`src/rtl/usb_wire_dir_ctrl_if.sv`:
```
// Handshake bundle between the serial interface engine processes and the wire-direction controller.
// The master side (TX engine, getPacket processes, wire-data reader) drives requests; the controller is the slave.
interface usb_wire_dir_ctrl_if;
    logic txReq;
    logic txDone;
    logic rxWaitReq;
    logic RxWireActive;
    logic noActivityTimeOut;
    logic txGnt;
    logic TxWireActiveDrive;
    logic noActivityTimeOutEnable;
    logic rxDone;
    logic rxTimeOut;

    modport master (
        output txReq, txDone, rxWaitReq, RxWireActive, noActivityTimeOut,
        input  txGnt, TxWireActiveDrive, noActivityTimeOutEnable, rxDone, rxTimeOut
    );

    modport slave (
        input  txReq, txDone, rxWaitReq, RxWireActive, noActivityTimeOut,
        output txGnt, TxWireActiveDrive, noActivityTimeOutEnable, rxDone, rxTimeOut
    );
endinterface

```
`src/rtl/usb_wire_dir_ctrl.sv`:
```
// Arbitrates the shared USB D+/D- pair between transmitter and receive path,
// inserting a speed-dependent turnaround gap after every packet in either direction.
module usb_wire_dir_ctrl #(
    parameter int FS_GAP_CNT = 8,
    parameter int LS_GAP_CNT = 64,
    parameter int GAP_W      = 8
) (
    input  logic                 clk,
    input  logic                 rst,
    input  logic                 fullSpeedRate,
    usb_wire_dir_ctrl_if.slave   bus,
    output logic                 busy,
    output logic [2:0]           ctrlState
);

    localparam logic [2:0] IDLE    = 3'd0;
    localparam logic [2:0] TX_ACT  = 3'd1;
    localparam logic [2:0] TX_GAP  = 3'd2;
    localparam logic [2:0] RX_WAIT = 3'd3;
    localparam logic [2:0] RX_ACT  = 3'd4;
    localparam logic [2:0] RX_GAP  = 3'd5;

    localparam logic [GAP_W-1:0] FS_LOAD = GAP_W'(FS_GAP_CNT - 1);
    localparam logic [GAP_W-1:0] LS_LOAD = GAP_W'(LS_GAP_CNT - 1);

    logic [2:0]       state_q, state_d;
    logic [GAP_W-1:0] cnt_q, cnt_d;
    logic             rxDone_q, rxDone_d;
    logic             rxTimeOut_q, rxTimeOut_d;
    logic             txGnt_q, txDrive_q, toEn_q, busy_q;
    logic [GAP_W-1:0] gap_load;

    // Speed is latched only at gap entry; later changes cannot stretch or shorten a running gap.
    assign gap_load = fullSpeedRate ? FS_LOAD : LS_LOAD;

    always_comb begin
        state_d     = state_q;
        cnt_d       = cnt_q;
        rxDone_d    = 1'b0;
        rxTimeOut_d = 1'b0;
        case (state_q)
            IDLE: begin
                if (bus.txReq) begin
                    state_d = TX_ACT;
                end else if (bus.rxWaitReq) begin
                    state_d = RX_WAIT;
                end
            end
            TX_ACT: begin
                if (bus.txDone) begin
                    state_d = TX_GAP;
                    cnt_d   = gap_load;
                end
            end
            TX_GAP, RX_GAP: begin
                if (cnt_q == '0) begin
                    state_d = IDLE;
                end else begin
                    cnt_d = cnt_q - GAP_W'(1);
                end
            end
            RX_WAIT: begin
                // Wire activity beats a simultaneous timeout: a packet is arriving.
                if (bus.RxWireActive) begin
                    state_d = RX_ACT;
                end else if (bus.noActivityTimeOut) begin
                    state_d     = IDLE;
                    rxTimeOut_d = 1'b1;
                end else if (!bus.rxWaitReq) begin
                    state_d = IDLE;
                end
            end
            RX_ACT: begin
                if (!bus.RxWireActive) begin
                    state_d  = RX_GAP;
                    cnt_d    = gap_load;
                    rxDone_d = 1'b1;
                end
            end
            default: begin
                state_d = IDLE;
                cnt_d   = '0;
            end
        endcase
    end

    // Outputs are registered from the next state so they line up with state_q.
    always_ff @(posedge clk) begin
        if (!rst) begin
            state_q     <= IDLE;
            cnt_q       <= '0;
            rxDone_q    <= 1'b0;
            rxTimeOut_q <= 1'b0;
            txGnt_q     <= 1'b0;
            txDrive_q   <= 1'b0;
            toEn_q      <= 1'b0;
            busy_q      <= 1'b0;
        end else begin
            state_q     <= state_d;
            cnt_q       <= cnt_d;
            rxDone_q    <= rxDone_d;
            rxTimeOut_q <= rxTimeOut_d;
            txGnt_q     <= (state_d == TX_ACT);
            txDrive_q   <= (state_d == TX_ACT);
            toEn_q      <= (state_d == RX_WAIT);
            busy_q      <= (state_d != IDLE);
        end
    end

    assign bus.txGnt                   = txGnt_q;
    assign bus.TxWireActiveDrive       = txDrive_q;
    assign bus.noActivityTimeOutEnable = toEn_q;
    assign bus.rxDone                  = rxDone_q;
    assign bus.rxTimeOut               = rxTimeOut_q;
    assign busy                        = busy_q;
    assign ctrlState                   = state_q;

endmodule

```
`src/flat_wrapper.sv`:
```
// flat-port wrapper written by rule: the top's interface ports become plain ports
module usb_wire_dir_ctrl_flat 
#(
    parameter int FS_GAP_CNT = 8,
    parameter int LS_GAP_CNT = 64,
    parameter int GAP_W      = 8
)
  (clk, rst, fullSpeedRate, busy, ctrlState, bus_txReq, bus_txDone, bus_rxWaitReq, bus_RxWireActive, bus_noActivityTimeOut, bus_txGnt, bus_TxWireActiveDrive, bus_noActivityTimeOutEnable, bus_rxDone, bus_rxTimeOut);
  usb_wire_dir_ctrl_if bus_i ();
  input  logic clk;
  input  logic rst;
  input  logic fullSpeedRate;
  output logic busy;
  output logic [2:0] ctrlState;
  input wire logic [$bits(bus_i.txReq)-1:0] bus_txReq;
  input wire logic [$bits(bus_i.txDone)-1:0] bus_txDone;
  input wire logic [$bits(bus_i.rxWaitReq)-1:0] bus_rxWaitReq;
  input wire logic [$bits(bus_i.RxWireActive)-1:0] bus_RxWireActive;
  input wire logic [$bits(bus_i.noActivityTimeOut)-1:0] bus_noActivityTimeOut;
  output wire logic [$bits(bus_i.txGnt)-1:0] bus_txGnt;
  output wire logic [$bits(bus_i.TxWireActiveDrive)-1:0] bus_TxWireActiveDrive;
  output wire logic [$bits(bus_i.noActivityTimeOutEnable)-1:0] bus_noActivityTimeOutEnable;
  output wire logic [$bits(bus_i.rxDone)-1:0] bus_rxDone;
  output wire logic [$bits(bus_i.rxTimeOut)-1:0] bus_rxTimeOut;
  assign bus_i.txReq = bus_txReq;
  assign bus_i.txDone = bus_txDone;
  assign bus_i.rxWaitReq = bus_rxWaitReq;
  assign bus_i.RxWireActive = bus_RxWireActive;
  assign bus_i.noActivityTimeOut = bus_noActivityTimeOut;
  assign bus_txGnt = bus_i.txGnt;
  assign bus_TxWireActiveDrive = bus_i.TxWireActiveDrive;
  assign bus_noActivityTimeOutEnable = bus_i.noActivityTimeOutEnable;
  assign bus_rxDone = bus_i.rxDone;
  assign bus_rxTimeOut = bus_i.rxTimeOut;
  usb_wire_dir_ctrl #(.FS_GAP_CNT(FS_GAP_CNT), .LS_GAP_CNT(LS_GAP_CNT), .GAP_W(GAP_W)) u_core (.clk(clk), .rst(rst), .fullSpeedRate(fullSpeedRate), .bus(bus_i), .busy(busy), .ctrlState(ctrlState));
endmodule
```
`config.mk`:
```
export PLATFORM = sky130hd
export DESIGN_NAME = usb_wire_dir_ctrl_flat
export DESIGN_NICKNAME = d
export VERILOG_FILES = /design/src/rtl/usb_wire_dir_ctrl_if.sv /design/src/rtl/usb_wire_dir_ctrl.sv /design/src/flat_wrapper.sv
export SDC_FILE = /design/constraint.sdc
export NUM_CORES = 1
export LEC_CHECK = 0
export ABC_AREA = 0
export ABC_CLOCK_PERIOD_IN_PS = 2000
export CAP_MARGIN = 25
export CORE_MARGIN = 1.5
export CORE_UTILIZATION = 46
export DETAILED_ROUTE_END_ITERATION = 10
export PLACE_DENSITY = 0.74
export SETUP_SLACK_MARGIN = 0.15
export SYNTH_ARGS = -nofsm -noshare
export SYNTH_HDL_FRONTEND = slang
export SYNTH_SLANG_ARGS = --single-unit
```
`constraint.sdc`:
```
create_clock -name clk -period 2 [get_ports clk]
set_input_delay 0.2 -clock clk [delete_from_list [all_inputs] [get_ports clk]]
set_output_delay 0.2 -clock clk [all_outputs]
set_load 0.05 [all_outputs]
```
# Word-level counts from Yosys, hierarchy flattened
# Cells that the tools add are included.
# word_totals
register_bits	16
input_bits	8
out_inout_bits	9
# op_classes
addsub	1
eq_ne	10
mux	16
bitwise	3
reduce_logical	8
# op_table
operator	count
$pmux W8 S4	1
$mux W3	8
$mux W8	3
$pmux W3 S5	1
$eq A3 B2 Y1 const B	3
$logic_not A8 Y1	1
$sub A8 B1 Y8 const B	1
$eq A3 B1 Y1 const B	2
$eq A3 B3 Y1 const B	2
$mux W6	1
$ne A2 B2 Y1 const B	3
$reduce_and A4 Y1	1
$reduce_or A2 Y1	2
$logic_not A3 Y1	1
$not A1 Y1	3
$reduce_bool A3 Y1	1
$reduce_or A3 Y1	1
$mux W1	2
$reduce_and A2 Y1	1

# Depth between registers and ports, before layout
# Gate-level depths: netlist of run 1.
# logic_depth
depth_word	5
ltp_mapped	8
depth_no_buf	7

# Worst setup path after synthesis of run 1
# No wires, ideal clock.
# synth_timing
path_type	flip-flop to flip-flop
from	reg u_core.state_q[1] (netlist: u_core.ctrlState[1])
to	reg u_core.cnt_q[7]
arrival_time_ns	1.826
t_required_ns	1.865
path_slack_ns	0.039
path_stages_with_launch	7
cell_sequence	dfxtp_1 > buf_2 > o22ai_1 > a22o_4 > buf_8 > o311ai_0 > o41ai_1
# synth_via
elab_chain_cells	4
elab_cells_between_ends	14
cone_classes	eq/ne (8); mux (1); bitwise (1); reduce/logical (4)
# synth_lines
item	line	text
start: declaration	usb_wire_dir_ctrl.sv:26	logic [2:0] state_q, state_d;
start signal: assignment	usb_wire_dir_ctrl.sv:99	state_q <= state_d;
$eq A3 B2 Y1 (tied with other cells)	usb_wire_dir_ctrl.sv:41	case (state_q)
$reduce_or A2 Y1 (on tied branches)	--	
$ne A2 B2 Y1 (no source line) / $not A1 Y1 (equally long branches)	--	
$reduce_and A4 Y1 (no source line)	--	
end signal: assignment	usb_wire_dir_ctrl.sv:100	cnt_q <= cnt_d;
end: declaration	usb_wire_dir_ctrl.sv:27	logic [GAP_W-1:0] cnt_q, cnt_d;
# Parallel ways exist; a longest one is shown, timed or not.
# A chain may end at the register's enable or synchronous reset.

# Worst setup path in the final report of run 1
# layout_timing
from	reg u_core.cnt_q[0]
to	reg u_core.toEn_q (netlist: u_core.bus.noActivityTimeOutEnable)
# layout_via
elab_chain_cells	4
# layout_lines
item	line	text
$logic_not A8 Y1	usb_wire_dir_ctrl.sv:56	if (cnt_q == '0) begin
$mux W3	usb_wire_dir_ctrl.sv:56	
$pmux W3 S5	usb_wire_dir_ctrl.sv:41	
$eq A3 B2 Y1	usb_wire_dir_ctrl.sv:105	toEn_q <= (state_d == RX_WAIT);
end signal: assignment	usb_wire_dir_ctrl.sv:105	
end: declaration	usb_wire_dir_ctrl.sv:30	logic txGnt_q, txDrive_q, toEn_q, busy_q;
# Every way passes these cells.

==> reports/results.ini, run 1 <==
[yosys]
yosysUniqueCellTypes = 41
yosysWarnings = 0
syn-instance-count = 114
synth_fp_nets = 124
netlist_area_sq_um = 952
syn_area_per_cell_sq_um = 8.35
synth_seq_area_share = 0.336
async_flop_share = 0
synth_commonest_cells = dfxtp_1 (16), o21ai_0 (11), nor2_1 (9), a21oi_1 (7), inv_1 (7)
synth-edff-count = 0
yosysMostFrequentCell = dfxtp_1
synth_top_cell_by_area = dfxtp_1
ys_seq_elements = 16
yosys-top-cells-area = dfxtp_1 (34%), o21ai_0 (5.8%), a21oi_1 (3.7%)
yosysTopAreaCellShare = 0.336
synthFlopType = dfxtp_1

[drt]
ant_nets = 0
dr.pass1.iters = 5
drcViolationCount = 0
dr_total_vias = 961
drt-initial-drc-count = 20
vias_per_cell = 5.90
routed_wl_um = 2310
drt-wirelength-per-cell_um = 14.2

[cts]
insertion_delay_ps = 290
cts-root-buf = clkbuf_4
cts_htree_levels = 1
clock_path_buffers = 2
cts_tree = done
clkTransAtPathRegs_ps = 90
cts_made_buffers = 3
clkSinkCount = 16

[floorplanning]
start_util = 0.485
die_w_um = 48.5
pin_count = 17
die-area_sq_um = 2350
die_h_um = 48.5
core-area_sq_um = 1960
rows = 16

[worst_setup_path]
start_kind = flop
cp.arrival_ps = 2000
critPathKind = flop to flop
cp_max_fo = 7
worstPathRequired_ps = 2190
end_kind = flop

[layout]
final_area_sq_um = 1270
fill_cells = 177
layout-drive-gt1-share = 0.243
antennaDiodeCount = 0
syn_to_final_growth_pct = 33.2
num-nets-final = 148

[job]
cap_violations = 0

[placement]
dpl_cell_area_sq_um = 1120
routabilityCongestion = 0.886
io_buffers = 16
place_hpwl_um = 1510

[global_route]
grt_pass1_vias = 809
grt_max_degree = 17
grt_pass1_wl_um = 3610
overflow = 0
antenna_found_initial = 0
grtUsageTotal = 0.192

[sta]
worst_slew_pin_slew_ps = 511
worst_clock_skew_ps = 8.85
slew_headroom = 0.658
fin_tns_setup_ps = 0
period_minus_slack_ps = 1810
fin_crit_sh = 0.905
slew_violations = 0
setup_viol = 0
timing.fmax_mhz = 552
rsz0062_at_grt = false
hold_viol = 0

[power_and_ir_drop]
leakagePower_nw = 0.521
p_per_area_nw_per_um2 = 992
peakVddDrop_uv = 622

[run_status]
status = finished, final reports clean

[min_path]
worstHoldPathType = flop to flop

==> where the power goes <==
group,leakage [nW],switching (mW),internal [mW]
clock network,0.0138,0.0979,0.0700
registers,0.133,0.0688,0.371
logic,0.375,0.362,0.289
total,0.521,0.529,0.730
==> placed cells by master (no fill, tap or decap), drive strengths merged, types with 3 or more instances in the layout <==
cell type | synthesis | final
a211oi | 4 | 4
a21oi | 7 | 7
a22o | 2 | 3
buf | 5 | 9
clkbuf | 2 | 3
clkdlybuf4s50 | 0 | 13
dfxtp | 16 | 16
inv | 7 | 7
nand2 | 5 | 5
nand2b | 4 | 4
nor2 | 9 | 9
nor2b | 5 | 5
nor3 | 3 | 3
nor4 | 3 | 3
o21ai | 11 | 11
==> routing by layer <==
metal  wire [um]  vias up  global-route usage
met3         136        4              0.0278
met1        1060      445               0.266
met4          29        0              0.0714
met5           0        -                   0
li1            -      469                   -
met2        1090       43               0.306
==> stage by stage <==
stage / power [mW] / worst slack [ps] / cells / hold slack [ps] / util
after floorplan: 0.838 / 170 / 114 / 352 / -
after global placement: 0.937 / 68.9 / 152 / 499 / 0.571
after detailed placement: 0.949 / 35.0 / 152 / 501 / 0.571
after CTS: 1.17 / 139 / 160 / 514 / 0.608
after global routing: 1.33 / 134 / 163 / 552 / 0.647
final: 1.26 / 190 / 163 / 516 / 0.647
==> kinds of logic (layout without fill, tap and decap cells) <==
logic type      Yosys count  after routing  synth area share
flops                    16             16             0.336
fa+ha+maj                 2              2            0.0263
compound gates           41             42             0.301
buf+inv                  14             35            0.0749
xor+xnor                  1              1           0.00920
simple gates             40             40             0.252
==> state kept, by name, summed over array words and instances, names as in the netlist <==
signal,count
u_core.bus.noActivityTimeOutEnable,1
u_core.bus.rxDone,1
u_core.bus.rxTimeOut,1
u_core.bus.txGnt,1
u_core.busy,1
u_core.cnt_q,8
u_core.ctrlState,3
==> critical path: stages, from the launching register on <==
cell and delay, ps:
dfxtp_2 340, inv_2 60, ha_1 130, or4b_4 460, nor4_4 160, buf_6 180
nor3_2 50, o21a_1 190, and3_1 160
==> cell type report <==
| type | count | area (sq um) | share of cell area |
|---|---|---|---|
| Sequential cell | 16 | 327 | 0.257 |
| Multi-Input combinational cell | 85 | 624 | 0.492 |
| Tap cell | 27 | 33.8 | 0.0266 |
| Clock buffer | 3 | 22.5 | 0.0178 |
| Timing Repair Buffer | 25 | 235 | 0.185 |
| Inverter | 7 | 26.3 | 0.0207 |
==> final timing paths <==
| path | endpoint | slack (ps) | cells past startpoint | startpoint |
|---|---|---|---|---|
| setup / recovery | u_core.bus.noActivityTimeOutEnable | 190 | 8 | u_core.cnt_q[0] |
| hold / removal | u_core.cnt_q[7] | 520 | 2 | u_core.cnt_q[7] |
| setup reg to reg | u_core.bus.noActivityTimeOutEnable | 190 | 8 | u_core.cnt_q[0] |
| hold reg to reg | u_core.cnt_q[7] | 520 | 2 | u_core.cnt_q[7] |
==> timing repair <==
action,4_1_cts,5_1_grt
pin swaps,5,6
buffers inserted,5,2
endpoints found under the setup margin,14,15
hold buffers,0,0
gates resized for setup,9,13
cloned,0,1
Power figures use the tool's default switching activity.
==> run 2, diff against run 1 <==
- HOLD_SLACK_MARGIN: not set -> 0.05
==> results of run 2 <==
Final layout, timing and power as in run 1 (identical DEF).
